**src/rtl/move_display_sequencer.sv**
```systemverilog
// Buffers cube moves in a small FIFO and presents them one at a time as face/modifier
// display codes, each held for a dwell time and followed by a blank gap.
module move_display_sequencer #(
    parameter int DEPTH        = 8,
    parameter int DWELL_CYCLES = 50_000_000,
    parameter int GAP_CYCLES   = 5_000_000
) (
    input  logic                       CLOCK_50,
    input  logic                       RESET_N,
    input  logic                       move_valid,
    input  logic [2:0]                 move_face,
    input  logic [1:0]                 move_dir,
    output logic                       move_ready,
    input  logic                       clear,
    output logic [3:0]                 face_code,
    output logic [3:0]                 mod_code,
    output logic                       busy,
    output logic [$clog2(DEPTH+1)-1:0] pending,
    output logic                       drop_err
);

    localparam int PW   = $clog2(DEPTH);
    localparam int PCW  = $clog2(DEPTH + 1);
    localparam int CNTW = $clog2(((DWELL_CYCLES > GAP_CYCLES) ? DWELL_CYCLES : GAP_CYCLES) + 1);
    localparam logic [CNTW-1:0] DWELL_LAST = CNTW'(DWELL_CYCLES - 1);
    localparam logic [CNTW-1:0] GAP_LAST   = CNTW'((GAP_CYCLES > 0) ? GAP_CYCLES - 1 : 0);
    localparam logic [PCW-1:0]  FULL_CNT   = PCW'(DEPTH);

    typedef enum logic [1:0] {
        ST_IDLE,
        ST_SHOW,
        ST_GAP
    } state_e;

    state_e          state_q, state_d;
    logic [CNTW-1:0] cnt_q, cnt_d;
    logic [PW-1:0]   rd_ptr_q, rd_ptr_d;
    logic [PW-1:0]   wr_ptr_q, wr_ptr_d;
    logic [PCW-1:0]  pending_q, pending_d;
    logic [3:0]      face_q, face_d;
    logic [3:0]      mod_q, mod_d;
    logic            drop_q, drop_d;
    logic [4:0]      mem_q [DEPTH];

    logic full, empty, accept, legal, push, pop;
    logic [4:0] head;

    assign full       = (pending_q == FULL_CNT);
    assign empty      = (pending_q == '0);
    assign move_ready = !full && !clear;
    assign accept     = move_valid && move_ready;
    assign legal      = (move_face <= 3'd5) && (move_dir != 2'd3);
    assign push       = accept && legal;
    assign head       = mem_q[rd_ptr_q];

    always_comb begin
        state_d = state_q;
        cnt_d   = cnt_q;
        pop     = 1'b0;
        case (state_q)
            ST_IDLE: begin
                if (!empty) begin
                    pop     = 1'b1;
                    state_d = ST_SHOW;
                    cnt_d   = '0;
                end
            end
            ST_SHOW: begin
                if (cnt_q == DWELL_LAST) begin
                    cnt_d = '0;
                    if (GAP_CYCLES > 0) begin
                        state_d = ST_GAP;
                    end else if (!empty) begin
                        pop     = 1'b1;
                        state_d = ST_SHOW;
                    end else begin
                        state_d = ST_IDLE;
                    end
                end else begin
                    cnt_d = cnt_q + CNTW'(1);
                end
            end
            ST_GAP: begin
                if (cnt_q == GAP_LAST) begin
                    cnt_d = '0;
                    if (!empty) begin
                        pop     = 1'b1;
                        state_d = ST_SHOW;
                    end else begin
                        state_d = ST_IDLE;
                    end
                end else begin
                    cnt_d = cnt_q + CNTW'(1);
                end
            end
            default: begin
                state_d = ST_IDLE;
                cnt_d   = '0;
            end
        endcase
        // clear wins over any pop the sequencer would otherwise take
        if (clear) begin
            state_d = ST_IDLE;
            cnt_d   = '0;
            pop     = 1'b0;
        end
    end

    always_comb begin
        face_d    = face_q;
        mod_d     = mod_q;
        rd_ptr_d  = rd_ptr_q;
        wr_ptr_d  = wr_ptr_q;
        pending_d = pending_q;
        drop_d    = accept && !legal;
        if (pop) begin
            face_d   = {1'b0, head[4:2]};
            rd_ptr_d = rd_ptr_q + PW'(1);
            case (head[1:0])
                2'd0:    mod_d = 4'hB;
                2'd1:    mod_d = 4'hC;
                default: mod_d = 4'hD;
            endcase
        end
        if (push) begin
            wr_ptr_d = wr_ptr_q + PW'(1);
        end
        case ({push, pop})
            2'b10:   pending_d = pending_q + PCW'(1);
            2'b01:   pending_d = pending_q - PCW'(1);
            default: pending_d = pending_q;
        endcase
        if (clear) begin
            rd_ptr_d  = '0;
            wr_ptr_d  = '0;
            pending_d = '0;
        end
    end

    always_ff @(posedge CLOCK_50) begin
        if (!RESET_N) begin
            state_q   <= ST_IDLE;
            cnt_q     <= '0;
            rd_ptr_q  <= '0;
            wr_ptr_q  <= '0;
            pending_q <= '0;
            face_q    <= '0;
            mod_q     <= '0;
            drop_q    <= 1'b0;
        end else begin
            state_q   <= state_d;
            cnt_q     <= cnt_d;
            rd_ptr_q  <= rd_ptr_d;
            wr_ptr_q  <= wr_ptr_d;
            pending_q <= pending_d;
            face_q    <= face_d;
            mod_q     <= mod_d;
            drop_q    <= drop_d;
        end
    end

    // Storage needs no reset: pointers and pending define what is valid.
    always_ff @(posedge CLOCK_50) begin
        if (push) begin
            mem_q[wr_ptr_q] <= {move_face, move_dir};
        end
    end

    always_comb begin
        face_code = 4'hA;
        mod_code  = 4'hF;
        busy      = 1'b0;
        case (state_q)
            ST_SHOW: begin
                face_code = face_q;
                mod_code  = mod_q;
                busy      = 1'b1;
            end
            ST_GAP: begin
                face_code = 4'hF;
                mod_code  = 4'hF;
                busy      = 1'b1;
            end
            default: begin
                face_code = 4'hA;
                mod_code  = 4'hF;
                busy      = 1'b0;
            end
        endcase
    end

    assign pending  = pending_q;
    assign drop_err = drop_q;

endmodule
```
**config.mk**
```make
export PLATFORM = sky130hd
export DESIGN_NAME = move_display_sequencer
export DESIGN_NICKNAME = d
export VERILOG_FILES = /design/src/rtl/move_display_sequencer.sv
export SDC_FILE = /design/constraint.sdc
export NUM_CORES = 1
export LEC_CHECK = 0
export ABC_AREA = 1
export BUFFER_PORTS_ARGS = -buffer_cell sky130_fd_sc_hd__buf_2
export CORE_UTILIZATION = 55
export CTS_CLUSTER_DIAMETER = 40
export DETAILED_ROUTE_END_ITERATION = 10
export PLACE_DENSITY = 0.85
export REMOVE_ABC_BUFFERS = 1
export SLEW_MARGIN = 20
export SYNTH_ARGS = -nofsm -noshare
export SYNTH_HDL_FRONTEND = slang
export SYNTH_SLANG_ARGS = --single-unit
export TNS_END_PERCENT = 20
```
**constraint.sdc**
```tcl
create_clock -name CLOCK_50 -period 2.1 [get_ports CLOCK_50]
set_input_delay 0.315 -clock CLOCK_50 [delete_from_list [all_inputs] [get_ports CLOCK_50]]
set_output_delay 0.315 -clock CLOCK_50 [all_outputs]
set_load 0.01 [all_outputs]
```
Yosys cells after proc, flatten, opt, wreduce, memory -nomap -nowiden. Memory sizes are Yosys's and may differ from the RTL's. A register that Yosys moved wholly into a read port is not among the register bits. Cells that the tools add are included.

Bits in registers: 46. Memory bits (writable): 40. Input port bits: 9. Word-level logic and storage cells: 65. Memories kept: 1.

Add/subtract/negate cells: 5. Magnitude comparators: 1. Equality and inequality tests: 12. Mux-type cells: 22. Bitwise gates (word level): 1. Reduce and logical (&&, ||, !) cells: 15.

Memory list: mem_q (words 8, bits a word 5, rd ports 1, clocked after Yosys merged registers in 1, write ports 1, line 43) `logic [4:0] mem_q [DEPTH];`.

Operator list (number): two-way mux 26 bit (3); case mux 26 bit (3 select lines) (1); adder 26 x 1 -> 26 bit, second input constant (1); equality test 26 x 23 -> 1 bit, second input constant (1); equality test 26 bit, second input constant (1); case mux 4 bit (2 select lines) (2); inequality test 2 bit, second input constant (4); two-way mux 1 bit (7); adder 3 x 1 -> 3 bit, second input constant (2); equality test 2 x 1 -> 1 bit, second input constant (3); two-way mux 2 bit (3); two-way mux 3 bit (2); case mux 2 bit (3 select lines) (1); case mux 3 bit (2 select lines) (1); logical AND 1 bit (5); adder 4 x 1 -> 4 bit, second input constant (1); equality test 2 bit, second input constant (2); equality test 4 bit, second input constant (1); zero test 2 bit (2); zero test 4 bit (1); two-way mux 4 bit (1); OR reduction 2 bit (2); subtractor 4 x 1 -> 4 bit, second input constant (1); <= comparator 3 bit, second input constant (1); 5 further kinds (7).

Longest topological paths before layout. Gate-level depths: netlist of the first run.

Word-level depth: 7. Gate-level depth with buffers: 17.

Worst setup path before layout of the first run. No wires, ideal clock.

Path type: flip-flop to flip-flop. Start: register state_q[0]. End: register pending_q[2], in the netlist pending[2]. Setup time: 0.115 ns. Data arrival time: 2.146 ns. Required time: 1.985 ns. Slack: -0.161 ns. Stages on the path, launching flop included: 16. Clock period less this slack: 2.261 ns. Cell sequence: dfxtp_1 > inv_1 > ha_1 > inv_1 > a21oi_1 > nand4_1 > nand2_4 > nand2_4 > clkinv_4 > ha_1 > xor2_1 > ha_1 > a21oi_1 > xnor2_1 > o21ai_0 > inv_1.

Cells in the longest elaborated chain, start to end: 5. Elaborated cells between the ends (all ways): 8. Classes of those cells: eq/ne (3); mux (3); reduce/logical (2).

RTL lines: start: declaration (line 35) `state_e state_q, state_d;`; start signal: assignment (line 151) `state_q <= state_d;`; equality test 2 bit or zero test 2 bit (tied branches) (line 60) `case (state_q)`; case mux 1 bit (2 select lines) * (line 60); two-way mux 1 bit * (line 102) `if (clear) begin`; net pop (line 45) `logic full, empty, accept, legal, push, pop;`; equality test 2 x 1 -> 1 bit or equality test 2 bit (tied branches) (line 128) `case ({push, pop})`; case mux 4 bit (2 select lines) or nonzero test 2 bit (tied branches); end signal: assignment (line 155) `pending_q <= pending_d;`; end: declaration (line 39) `logic [PCW-1:0] pending_q, pending_d;`.

The timed path passes the listed nets; every way through them passes the cells marked *. A chain may end at the register's enable or synchronous reset.

Final worst setup path of the first run. Ends and elaborated chain as after synthesis.

==> key figures, run 1 <==
Min path
  • Tightest Hold Check Type: in2reg
  • Hold path startpoint: move_valid

Placed design
  • DP HPWL: 8.407 mm
  • Placed instance area: 0.005305 sq mm
  • Gpl congestion: 0.8963
  • Port bufs: 23

Cells and area
  • Footprint of the multi-input gates: 0.002180 sq mm
  • Number of diodes: 0
  • # nets final: 720
  • Share of cells above drive strength 1: 26.10%
  • Finished Cell Area: 0.005736 sq mm
  • Area growth syn-to-layout: 24.03%
  • Fill count: 590
  • Storage element area: 0.002188 sq mm

STA
  • Clock Skews: 0.01623 ns
  • Final min period: 2.155 ns
  • RSZ-0062 raised after global routing: true
  • Final slew viol count: 0
  • Setup tns final: -0.08240 ns
  • Relative slew slack: 60.03%
  • Hold Vio Cnt, Final: 0
  • Crit share post-route: 102.6%
  • Tightest Pin Transition: 0.5989 ns
  • Max Fclk: 463.9 MHz
  • Endpoints failing setup: 2
  • Final worst setup slack: -0.05547 ns

Critical path
  • Worst R2R End: pending[2]
  • CP max-delay cell: dfxtp_2
  • Critical path endpoint category: register
  • Worst r2r src: state_q[0]
  • Startpoint Class: register
  • Worst setup path startpoint: state_q[0]
  • Setup CP Type: reg2reg
  • Reg2Reg Setup Slack: -0.06 ns
  • CP max FO: 3
  • CP Capture Point: pending[2]
  • R2r worst-path depth: 15
  • Crit path largest cell delay: 0.34 ns
  • Worst EP arrival: 2.43 ns
  • Critical Path RT: 2.37 ns
  • Critical path, cell by cell: inv_2 > ha_2 > inv_1 > a21oi_2 > nand4_1 > nand2_4 > nand2_4 > clkinv_4 > ha_4 > xor2_2 > ha_2 > a21oi_2 > xnor2_1 > o21ai_1 > inv_1

Clocking
  • Worst skew pair latency: 0.37 ns
  • CTS Root Cell: clkbuf_8
  • Hold-fix buffers, CTS: 0
  • CTS tree: done
  • H-tree depth: 3
  • CTS buffer count: 9
  • CTS clk-pin slew, worst paths: 0.11 ns
  • Maximum clock path buffer count: 2
  • Clock sinks: 89

Power
  • PD cells: 650.1 mW/mm^2
  • Part of the power in the clock network: 37.0%
  • Leakage: 2.352 nW
  • Net Sw Frac: 27.43%
  • P_int: 0.002706 W
  • Combinational power share: 13.5%
  • Sequential share of power: 49.5%
  • Switching power of the nets: 0.001023 W
  • Worst VDD drop: 368.7 uV

Run
  • Max Cap Violations: 0

Synthesis
  • Mean Syn Cell Area: 7.644 sq um
  • Seq/Total Area, Yosys: 47.19%
  • Synth Warn #: 0
  • Mapped cell area: 0.004624 sq mm
  • Synthesized flop and latch total: 89
  • Synth Instances: 605
  • Synth cell types: 32

Global routing
  • Largest net degree at the start of global routing: 21
  • Vias in the first global route: 4,226
  • Grt ovf: 0
  • First-pass GRT wire length: 19.55 mm
  • Antenna violations before repair: 0
  • GRT Total Usage: 29.13%

Routing
  • Routed len/inst: 15.36 um
  • Via Count: 4,432
  • DR iter-0 viols: 382
  • DRC Markers: 0
  • Total Wirelength: 12.44 mm
  • Drt first pass iters: 5
  • Post-route ant nets: 0
  • Vias/cell: 5.472

Floorplanning
  • Chip width: 93.70 um
  • Die Ht: 93.70 um
  • Initial Utilization: 56.57%
  • Die area: 0.008779 sq mm
  • FP Rows: 33
  • I/O pin total: 24
  • Core Region: 0.008175 sq mm

Status
  • Failing checks: setup timing
  • Outcome: finished with violations
-- cell type report --
cell class / instances / area share [%]
Clock inverter: 7 / 1.985
Inverter: 82 / 5.497
Tap cell: 105 / 2.291
Timing Repair Buffer: 97 / 11.91
Multi-Input combinational cell: 421 / 38.00
Sequential cell: 89 / 38.15
Clock buffer: 9 / 2.160
-- worst max-delay path, delay by kind of cell, from the launching register on --
kind | cells | cell delay [ns]
AO/OA/AOI/OAI | 3 | 0.30
XOR/XNOR | 2 | 0.30
adder cells (fa/ha/maj) | 3 | 0.53
buffers and inverters | 4 | 0.22
flip-flops | 1 | 0.34
AND/OR/NAND/NOR | 3 | 0.36
-- timing repair --
action / 4_1_cts / 5_1_grt
setup buffers: 8 / 1
resized for setup: 20 / 18
endpoints found under the hold margin: 0 / 0
endpoints found under the setup margin: 3 / 25
pin swaps: 10 / 10
-- kinds of logic (layout without fill, tap and decap cells) --
logic type,after synthesis,after routing,share of synthesized area [%]
AOI/OAI and AO/OA,66,66,7.684
xor gates and xnor gates,11,11,2.083
adders and majority gates,11,11,2.976
buffers and inverters,95,195,8.198
DFF,89,89,47.19
and+or+nand+nor,333,333,31.87
-- metal layers --
layer | global-route usage (%) | routed length [um] | part of all wire [%] | up-vias
met5 | 0 | 0 | 0 | -
met4 | 13.97 | 439 | 3.5 | 0
met3 | 7.039 | 986 | 7.9 | 48
met2 | 48.11 | 5918 | 48 | 226
met1 | 35.61 | 5094 | 41 | 2033
li1 | - | - | - | 2125
-- worst min path at each step --
stage,to,slack (ns),depth (start not counted)
6_report,drop_err,0.23,3
5_1_grt,drop_err,0.22,3
4_1_cts,drop_err,0.21,3
3_5_place_dp,mod_q[3],0.46,2
3_3_place_gp,mod_q[3],0.44,2
2_1_floorplan,mem_q[0][0],0.41,0
-- cells in the mapped netlist --
| cell | n | share of area, % |
|---|---|---|
| clkbuf_1 | 4 | 0.32 |
| ha_1 | 11 | 3.0 |
| nor3b_1 | 1 | 0.16 |
| xnor2_1 | 1 | 0.19 |
| nor3_2 | 2 | 0.43 |
| or2_2 | 1 | 0.14 |
| o21ai_0 | 27 | 2.9 |
| nand2_4 | 2 | 0.49 |
| nand3_4 | 1 | 0.38 |
| xor2_1 | 10 | 1.9 |
| o211ai_1 | 6 | 0.97 |
| clkinv_4 | 1 | 0.19 |
| nor3_1 | 3 | 0.32 |
| clkinv_1 | 1 | 0.081 |
| nor4_1 | 1 | 0.14 |
| dfxtp_1 | 49 | 21 |
| nor3b_2 | 1 | 0.27 |
| nor2_1 | 89 | 7.2 |
| nor2_2 | 21 | 2.8 |
| inv_2 | 3 | 0.24 |
| buf_6 | 1 | 0.24 |
| nand3_1 | 53 | 5.7 |
| nand4_1 | 7 | 0.95 |
| o21ai_1 | 1 | 0.11 |
| a31oi_2 | 1 | 0.27 |
| buf_2 | 8 | 0.87 |
| edfxtp_1 | 40 | 26 |
| o22ai_1 | 2 | 0.27 |
| nand2_1 | 141 | 11 |
| a21oi_1 | 29 | 3.1 |
| nand2_2 | 10 | 1.4 |
| inv_1 | 77 | 6.3 |
-- flip-flops by register name (all words and copies together) (netlist names), named ones only --
signal and flops:
cnt_q 26, drop_err 1, face_q 3, mem_q 40
mod_q 4, pending 4, rd_ptr_q 3, state_q 2
wr_ptr_q 3
-- cell usage in the layout, fill, tap and decap left out, types with 2 or more instances in the layout --
master and n:
a21oi_1 26, a21oi_2 3, buf_2 23, buf_4 73
bufinv_16 2, clkbuf_8 9, clkinv_4 3, dfxtp_1 44
dfxtp_2 5, edfxtp_1 40, ha_1 4, ha_2 4
ha_4 3, inv_1 74, inv_2 5, nand2_1 136
nand2_2 13, nand2_4 4, nand3_1 52, nand4_1 7
nor2_1 87, nor2_2 21, nor2_4 2, nor3_1 3
nor3_2 2, o211ai_1 6, o21ai_0 25, o21ai_1 3
o22ai_1 2, xor2_1 8, xor2_2 2
-- per-stage QoR --
stage | hold WS [ns] | power, W | worst slack (ns) | utilization (%) | std cells
2_1_floorplan | 0.4139 | 0.002133 | -0.1610 | - | 592
3_3_place_gp | 0.4418 | 0.002319 | -0.01507 | 64.89 | 785
3_5_place_dp | 0.4605 | 0.002336 | -0.1404 | 64.89 | 785
4_1_cts | 0.2114 | 0.003699 | -0.001686 | 69.38 | 809
5_1_grt | 0.2210 | 0.003850 | -0.1548 | 70.16 | 810
6_report | 0.2261 | 0.003729 | -0.05547 | 70.16 | 810
-- power by group through the flow --
| stage | Sequential [W] | Clock [W] | Combinational (W) |
|---|---|---|---|
| 2_1_floorplan | 0.00189 | 0 | 0.000247 |
| 3_3_place_gp | 0.00188 | 0 | 0.000438 |
| 3_5_place_dp | 0.00188 | 0 | 0.000454 |
| 4_1_cts | 0.00184 | 0.00139 | 0.000470 |
| 5_1_grt | 0.00185 | 0.00146 | 0.000543 |
| 6_report | 0.00185 | 0.00138 | 0.000502 |
Power figures use the tool's default switching activity.
==> run 2, diff against run 1 <==
--- a/config.mk
+++ b/config.mk
@@ -8,6 +8,7 @@
 export ABC_AREA = 1
 export BUFFER_PORTS_ARGS = -buffer_cell sky130_fd_sc_hd__buf_2
 export CORE_UTILIZATION = 55
+export CTS_BUF_LIST = sky130_fd_sc_hd__clkbuf_16
 export CTS_CLUSTER_DIAMETER = 40
 export DETAILED_ROUTE_END_ITERATION = 10
 export PLACE_DENSITY = 0.85
==> run 2 against run 1 <==
Against the previous run: clock power up 32%; register-to-register slack got worse by 0.13 ns; clock-buffer cell count unchanged; largest cell class unchanged; global-route usage is 1.5 points higher; highest routed layer unchanged; non-clock buffer count up 3; total power grew 12%; flip-flop and latch count unchanged; cell count is 0.37% higher; combinational power up 5.2%; the run still ends with setup timing left; critical path depth up 1.
==> key figures, run 2 (synthesis results as in run 1) <==
Status
  • Outcome: finished with violations
  • Failing checks: setup timing

STA
  • Crit share post-route: 108.7% (+6.1 points)
  • RSZ-0062 raised after global routing: true
  • Relative slew slack: 59.30% (-0.73 points)
  • Hold Vio Cnt, Final: 0 (unchanged)
  • Worst Hold Slack: 0.2424 ns (+0.01634 ns)
  • Final slew viol count: 0 (unchanged)
  • Endpoints failing setup: 17 (+15)
  • Setup tns final: -1.024 ns (-0.9416 ns)
  • Tightest Pin Transition: 0.6098 ns (+0.01090 ns)
  • Max Fclk: 438.0 MHz (-5.6%)
  • Final worst setup slack: -0.1830 ns (-0.1275 ns)
  • Clock Skews: 0.01027 ns (-0.005966 ns)
  • Final min period: 2.283 ns (+0.1275 ns)

Routing
  • DRC Markers: 0 (unchanged)
  • Routed len/inst: 17.06 um (+11%)
  • Total Wirelength: 13.87 mm (+11%)
  • Vias/cell: 5.710 (+4.4%)
  • Post-route ant nets: 0 (unchanged)
  • DR iter-0 viols: 458 (+20%)
  • Drt first pass iters: 7 (+2)
  • Via Count: 4,642 (+4.7%)

Floorplanning
  • Core Region: 0.008175 sq mm (unchanged)
  • FP Rows: 33 (unchanged)
  • Chip width: 93.70 um (unchanged)
  • Die area: 0.008779 sq mm (unchanged)
  • Initial Utilization: 56.57% (unchanged)
  • I/O pin total: 24 (unchanged)
  • Die Ht: 93.70 um (unchanged)

Placed design
  • DP HPWL: 8.407 mm (unchanged)
  • Port bufs: 23 (unchanged)
  • Gpl congestion: 0.8963 (unchanged)
  • Placed instance area: 0.005305 sq mm (unchanged)

Critical path
  • Worst EP arrival: 2.53 ns (+0.10 ns)
  • Worst R2R End: pending[2]
  • CP max FO: 3 (unchanged)
  • CP Capture Point: pending[2]
  • Critical path endpoint category: register
  • Reg2Reg Setup Slack: -0.18 ns (-0.13 ns)
  • Worst r2r src: cnt_q[0]
  • R2r worst-path depth: 16 (+1)
  • Critical Path RT: 2.34 ns (-0.03 ns)
  • Worst setup path startpoint: cnt_q[0]
  • Setup CP Type: reg2reg
  • Startpoint Class: register

Clocking
  • Worst skew pair latency: 0.34 ns (-0.03 ns)
  • Hold-fix buffers, CTS: 0 (unchanged)
  • CTS tree: done
  • Clock sinks: 89 (unchanged)
  • CTS Root Cell: clkbuf_16
  • H-tree depth: 3 (unchanged)
  • CTS clk-pin slew, worst paths: 0.07 ns (-0.04 ns)
  • CTS buffer count: 9 (unchanged)
  • Maximum clock path buffer count: 2 (unchanged)

Global routing
  • Met1 Use GR: 37.20% (+1.6 points)
  • Met2 global-route usage: 50.00% (+1.9 points)
  • Vias in the first global route: 4,338 (+2.7%)
  • Global route hottest layer: met2
  • Antenna violations before repair: 0 (unchanged)
  • Grt met3 use: 7.201% (+0.16 points)
  • First-pass GRT wire length: 20.38 mm (+4.2%)
  • Grt ovf: 0 (unchanged)
  • GRT Total Usage: 30.60% (+1.5 points)
  • Largest net degree at the start of global routing: 21 (unchanged)

Cells and area
  • Finished Cell Area: 0.005876 sq mm (+2.4%)
  • Number of diodes: 0 (unchanged)
  • # nets final: 723 (+0.42%)
  • Footprint of the multi-input gates: 0.002192 sq mm (+0.57%)
  • Largest Register: mem_q
  • Top flop regs: mem_q (40), cnt_q (26)
  • Share of cells above drive strength 1: 26.27% (+0.17 points)
  • Area growth syn-to-layout: 27.06%
  • Most frequent cells in the layout: nand2_1, nor2_1, buf_4, inv_1, nand3_1
  • Most common cell after layout, fill and taps aside: nand2_1
  • Largest register FFs: 40 (unchanged)
  • Storage element area: 0.002195 sq mm (+0.29%)
  • Fill count: 552 (-6.4%)

Min path
  • Tightest Hold Check Type: in2reg

Power
  • Worst VDD drop: 515.6 uV (+40%)
  • Leakage: 2.402 nW (+2.1%)
  • PD cells: 713.8 mW/mm^2 (+9.8%)

Run
  • Max Cap Violations: 0 (unchanged)
[run 2: changes by cell type in the layout (fill, tap and decap cells not counted), sizes merged]
cell  previous run  this run
buf             97       100
[run 2: worst max-delay path: stages (launching register included)]
cell      delay (ns)
dfxtp_4         0.37
ha_4            0.16
nand2_4         0.06
inv_2           0.07
nand2_2         0.09
nor2_4          0.11
nand4_1         0.14
nand2_4         0.11
nand2_4         0.05
clkinv_4        0.06
ha_4            0.17
xor2_2          0.23
ha_2            0.22
a21oi_2         0.04
xnor2_1         0.13
o21ai_1         0.13
inv_1           0.05
[run 2: how the worst min path moves through the flow]
stage                start          end  slack, ns  cells past startpoint
6_report        move_valid     drop_err       0.24                      3
5_1_grt         move_valid     drop_err       0.25                      3
4_1_cts         move_valid     drop_err       0.24                      3
3_5_place_dp      mod_q[3]     mod_q[3]       0.46                      2
3_3_place_gp      mod_q[3]     mod_q[3]       0.44                      2
2_1_floorplan  move_dir[0]  mem_q[0][0]       0.41                      0
[run 2: metal layers]
metal	share of wire (%)	vias to the layer above
met5	0	-
met1	38	2106
met4	5.9	0
met2	47	298
met3	9.3	102
li1	-	2136
[run 2: what timing repair did]
action / 4_1_cts / 5_1_grt
pin swaps: 9 / 10
gates cloned: 0 / 0
endpoints found under the setup margin: 3 / 40
buffers inserted: 8 / 4
gates resized for setup: 19 / 21
[run 2: report_power, final]
| group | internal (W) | switching [W] |
|---|---|---|
| registers | 0.00183 | 0.0000179 |
| clock network | 0.00107 | 0.000750 |
| logic | 0.000182 | 0.000346 |
[run 2: metrics by stage]
step | instances | power (W) | setup WS, ns | utilization, %
after floorplan | 592 | 0.002133 | -0.1610 | -
after global placement | 785 | 0.002319 | -0.01507 | 64.89
after detailed placement | 785 | 0.002336 | -0.1404 | 64.89
after CTS | 809 | 0.004133 | -0.02161 | 70.55
after global routing | 813 | 0.004298 | -0.2992 | 71.87
final | 813 | 0.004194 | -0.1830 | 71.87
[run 2: cell type report]
type                            count  area share, %
Timing Repair Buffer              100          12.01
Clock buffer                        9          3.833
Inverter                           82          5.324
Sequential cell                    89          37.35
Clock inverter                      7          1.938
Tap cell                          105          2.236
Multi-Input combinational cell    421          37.31
==> run 3, diff against run 2 <==
--- a/config.mk
+++ b/config.mk
@@ -7,12 +7,13 @@
 export LEC_CHECK = 0
 export ABC_AREA = 1
 export BUFFER_PORTS_ARGS = -buffer_cell sky130_fd_sc_hd__buf_2
-export CORE_UTILIZATION = 55
+export CORE_UTILIZATION = 50
 export CTS_BUF_LIST = sky130_fd_sc_hd__clkbuf_16
 export CTS_CLUSTER_DIAMETER = 40
 export DETAILED_ROUTE_END_ITERATION = 10
-export PLACE_DENSITY = 0.85
+export PLACE_DENSITY = 0.79
 export REMOVE_ABC_BUFFERS = 1
+export SKIP_LAST_GASP = 1
 export SLEW_MARGIN = 20
 export SYNTH_ARGS = -nofsm -noshare
 export SYNTH_HDL_FRONTEND = slang
==> run 3 against run 2 <==
Against the previous run: the run ends with DRC, setup timing left; clock skew increased by 0.0045 ns; core utilization decreased by 6.1 points; worst setup slack improved by 0.056 ns; sequential power is essentially flat; maximum frequency grew 2.5%; design area down 0.96%; flip-flop and latch count did not move; critical path depth is the same; cell count did not move; global-route usage decreased by 5.0 points; critical path type unchanged.
==> key figures, run 3 (synthesis results as in run 1) <==
Status
  • Outcome: finished with violations
  • Failing checks: DRC, setup timing

Clocking
  • Hold-fix buffers, CTS: 0 (unchanged)
  • CTS Root Cell: clkbuf_16
  • Maximum clock path buffer count: 2 (unchanged)
  • CTS tree: done
  • Worst skew pair latency: 0.34 ns (about the same)
  • H-tree depth: 3 (unchanged)
  • CTS clk-pin slew, worst paths: 0.07 ns (about the same)
  • Clock sinks: 89 (unchanged)
  • CTS buffer count: 9 (unchanged)

STA
  • Tightest Pin Transition: 0.6512 ns (+0.04137 ns)
  • Max Fclk: 449.0 MHz (+2.5%)
  • RSZ-0062 raised after global routing: true
  • Hold Vio Cnt, Final: 0 (unchanged)
  • Endpoints failing setup: 2 (-15)
  • Relative slew slack: 56.54% (-2.8 points)
  • Crit share post-route: 106.0% (-2.7 points)
  • Final slew viol count: 0 (unchanged)
  • Clock Skews: 0.01474 ns (+0.004478 ns)
  • Final worst setup slack: -0.1269 ns (+0.05606 ns)
  • Worst Hold Slack: 0.2727 ns (+0.03027 ns)
  • Final min period: 2.227 ns (-0.05606 ns)
  • Setup tns final: -0.2052 ns (+0.8188 ns)

Placed design
  • Gpl congestion: 0.9796 (+9.3%)
  • DP HPWL: 8.190 mm (-2.6%)
  • Placed instance area: 0.005339 sq mm (+0.64%)
  • Port bufs: 23 (unchanged)
  • Post-Place Worst Slack: -0.2237 ns (-0.08326 ns)

Cells and area
  • Number of diodes: 0 (unchanged)
  • Area growth syn-to-layout: 25.84%
  • Largest register FFs: 40 (unchanged)
  • Most frequent cells in the layout: nand2_1, nor2_1, inv_1, buf_4, nand3_1
  • Top flop regs: mem_q (40), cnt_q (26)
  • Finished Cell Area: 0.005819 sq mm (-0.96%)
  • Fill count: 666 (+21%)
  • Footprint of the multi-input gates: 0.002186 sq mm (-0.29%)
  • Storage element area: 0.002186 sq mm (-0.40%)
  • Largest Register: mem_q
  • Share of cells above drive strength 1: 24.82% (-1.4 points)
  • # nets final: 720 (-0.41%)
  • Most common cell after layout, fill and taps aside: nand2_1

Floorplanning
  • Die Ht: 98.17 um (+4.8%)
  • Chip width: 98.17 um (+4.8%)
  • Core Region: 0.008848 sq mm (+8.2%)
  • Die area: 0.009637 sq mm (+9.8%)
  • Initial Utilization: 52.26% (-4.3 points)
  • I/O pin total: 24 (unchanged)
  • FP Rows: 34 (+3.0%)

Power
  • Switching power of the nets: 0.001052 W (-5.6%)
  • Final Power: 0.004014 W (-4.3%)
  • Worst VDD drop: 502.8 uV (-2.5%)
  • P_int: 0.002963 W (-3.8%)
  • Leakage: 2.399 nW (-0.10%)
  • Sequential share of power: 45.9% (+1.9 points)
  • Part of the power in the clock network: 41.4% (-2.0 points)
  • Combinational power share: 12.7% (about the same)
  • PD cells: 689.8 mW/mm^2 (-3.4%)
  • Net Sw Frac: 26.20% (-0.36 points)

Global routing
  • Vias in the first global route: 4,159 (-4.1%)
  • First-pass GRT wire length: 19.29 mm (-5.3%)
  • Largest net degree at the start of global routing: 21 (unchanged)
  • Grt ovf: 0 (unchanged)
  • Antenna violations before repair: 0 (unchanged)
  • GRT Total Usage: 25.59% (-5.0 points)

Critical path
  • CP max FO: 3 (unchanged)
  • Crit path largest cell delay: 0.36 ns (about the same)
  • Crit path buf inv count: 2 (-1)
  • Critical Path RT: 2.34 ns (about the same)
  • Cell repeated most along the worst path: nand2_4
  • Worst EP arrival: 2.46 ns (-0.07 ns)
  • Worst path depth: 16 (unchanged)
  • Setup CP Type: reg2reg
  • Critical path, cell by cell: ha_4 > nand2_4 > inv_4 > nand2_4 > nor2_4 > nand4_1 > nand2_4 > nand2_4 > clkinv_4 > ha_4 > xor2_2 > nand3_1 > a21oi_1 > o21ai_0 > nor2_1 > nor2_1
  • R2r worst-path depth: 16 (unchanged)
  • Worst path top cell family by delay: simple AND/OR/NAND/NOR gates
  • Startpoint Class: register
  • CP max-delay cell: dfxtp_2
  • Critical path endpoint category: register

Routing
  • DRC Markers: 3 (+3)
  • Routed len/inst: 14.76 um (-13%)
  • DR iter-0 viols: 321 (-30%)
  • Post-route ant nets: 0 (unchanged)
  • Drt first pass iters: 11 (+4)
  • Vias/cell: 5.381 (-5.8%)
  • Total Wirelength: 12.00 mm (-13%)
  • Via Count: 4,375 (-5.8%)

Run
  • Max Cap Violations: 0 (unchanged)

Min path
  • Tightest Hold Check Type: in2reg
  • Hold path depth: 3 (unchanged)
run 3: cell types whose count changed in the layout (fill, tap and decap cells not counted), moves of 2 or more:
cell and change:
a21oi_2 -2, dfxtp_4 -3, o21ai_0 +2, inv_8 +2
ha_4 +2, nand2_2 -5, nor2_1 +2, ha_2 -2
dfxtp_2 +2, o21ai_1 -2, nand2_1 +4, nor2_2 -2
buf_4 -4
run 3: cell type report:
class,count,area share [%]
Tap cell,108,2.322
Inverter,82,5.418
Clock buffer,9,3.870
Timing Repair Buffer,97,11.80
Clock inverter,7,1.462
Multi-Input combinational cell,421,37.56
Sequential cell,89,37.56
run 3: through the flow:
step / instances / utilization [%]
after detailed placement: 792 / 60.34
after global placement: 792 / 60.34
after global routing: 813 / 65.77
after floorplan: 592 / -
after CTS: 812 / 64.86
final: 813 / 65.77
run 3: tightest hold or removal path: cells and delay by family:
kind / cells / cell delay [ns]
simple gates: 2 / 0.18
buf+inv: 1 / 0.07
run 3: what timing repair did:
action	in CTS	in global routing
pin swaps	8	9
cloned	0	0
buffers inserted	4	1
endpoints found under the hold margin	0	0
resized for setup	15	17
setup endpoints to repair	4	30
run 3: worst paths after layout:
check | startpoint | endpoint | slack [ns]
setup / recovery | cnt_q[0] | pending[3] | -0.13
hold / removal | move_valid | drop_err | 0.27
hold reg to reg | mod_q[3] | mod_q[3] | 0.46
setup reg to reg | cnt_q[0] | pending[3] | -0.13
run 3: routing by layer:
metal	vias up	GRT usage, %	part of all wire (%)
li1	2130	-	-
met1	2008	31.88	41
met2	201	43.77	49
met3	36	4.438	7.2
met4	0	11.02	2.8
met5	-	0	0
run 3: power by group through the flow:
stage          registers [W]  clock network [W]  logic (W)
2_1_floorplan        0.00189                  0   0.000247
3_3_place_gp         0.00188                  0   0.000444
3_5_place_dp         0.00188                  0   0.000460
4_1_cts              0.00184            0.00167   0.000472
5_1_grt              0.00185            0.00175   0.000554
6_report             0.00184            0.00166   0.000509
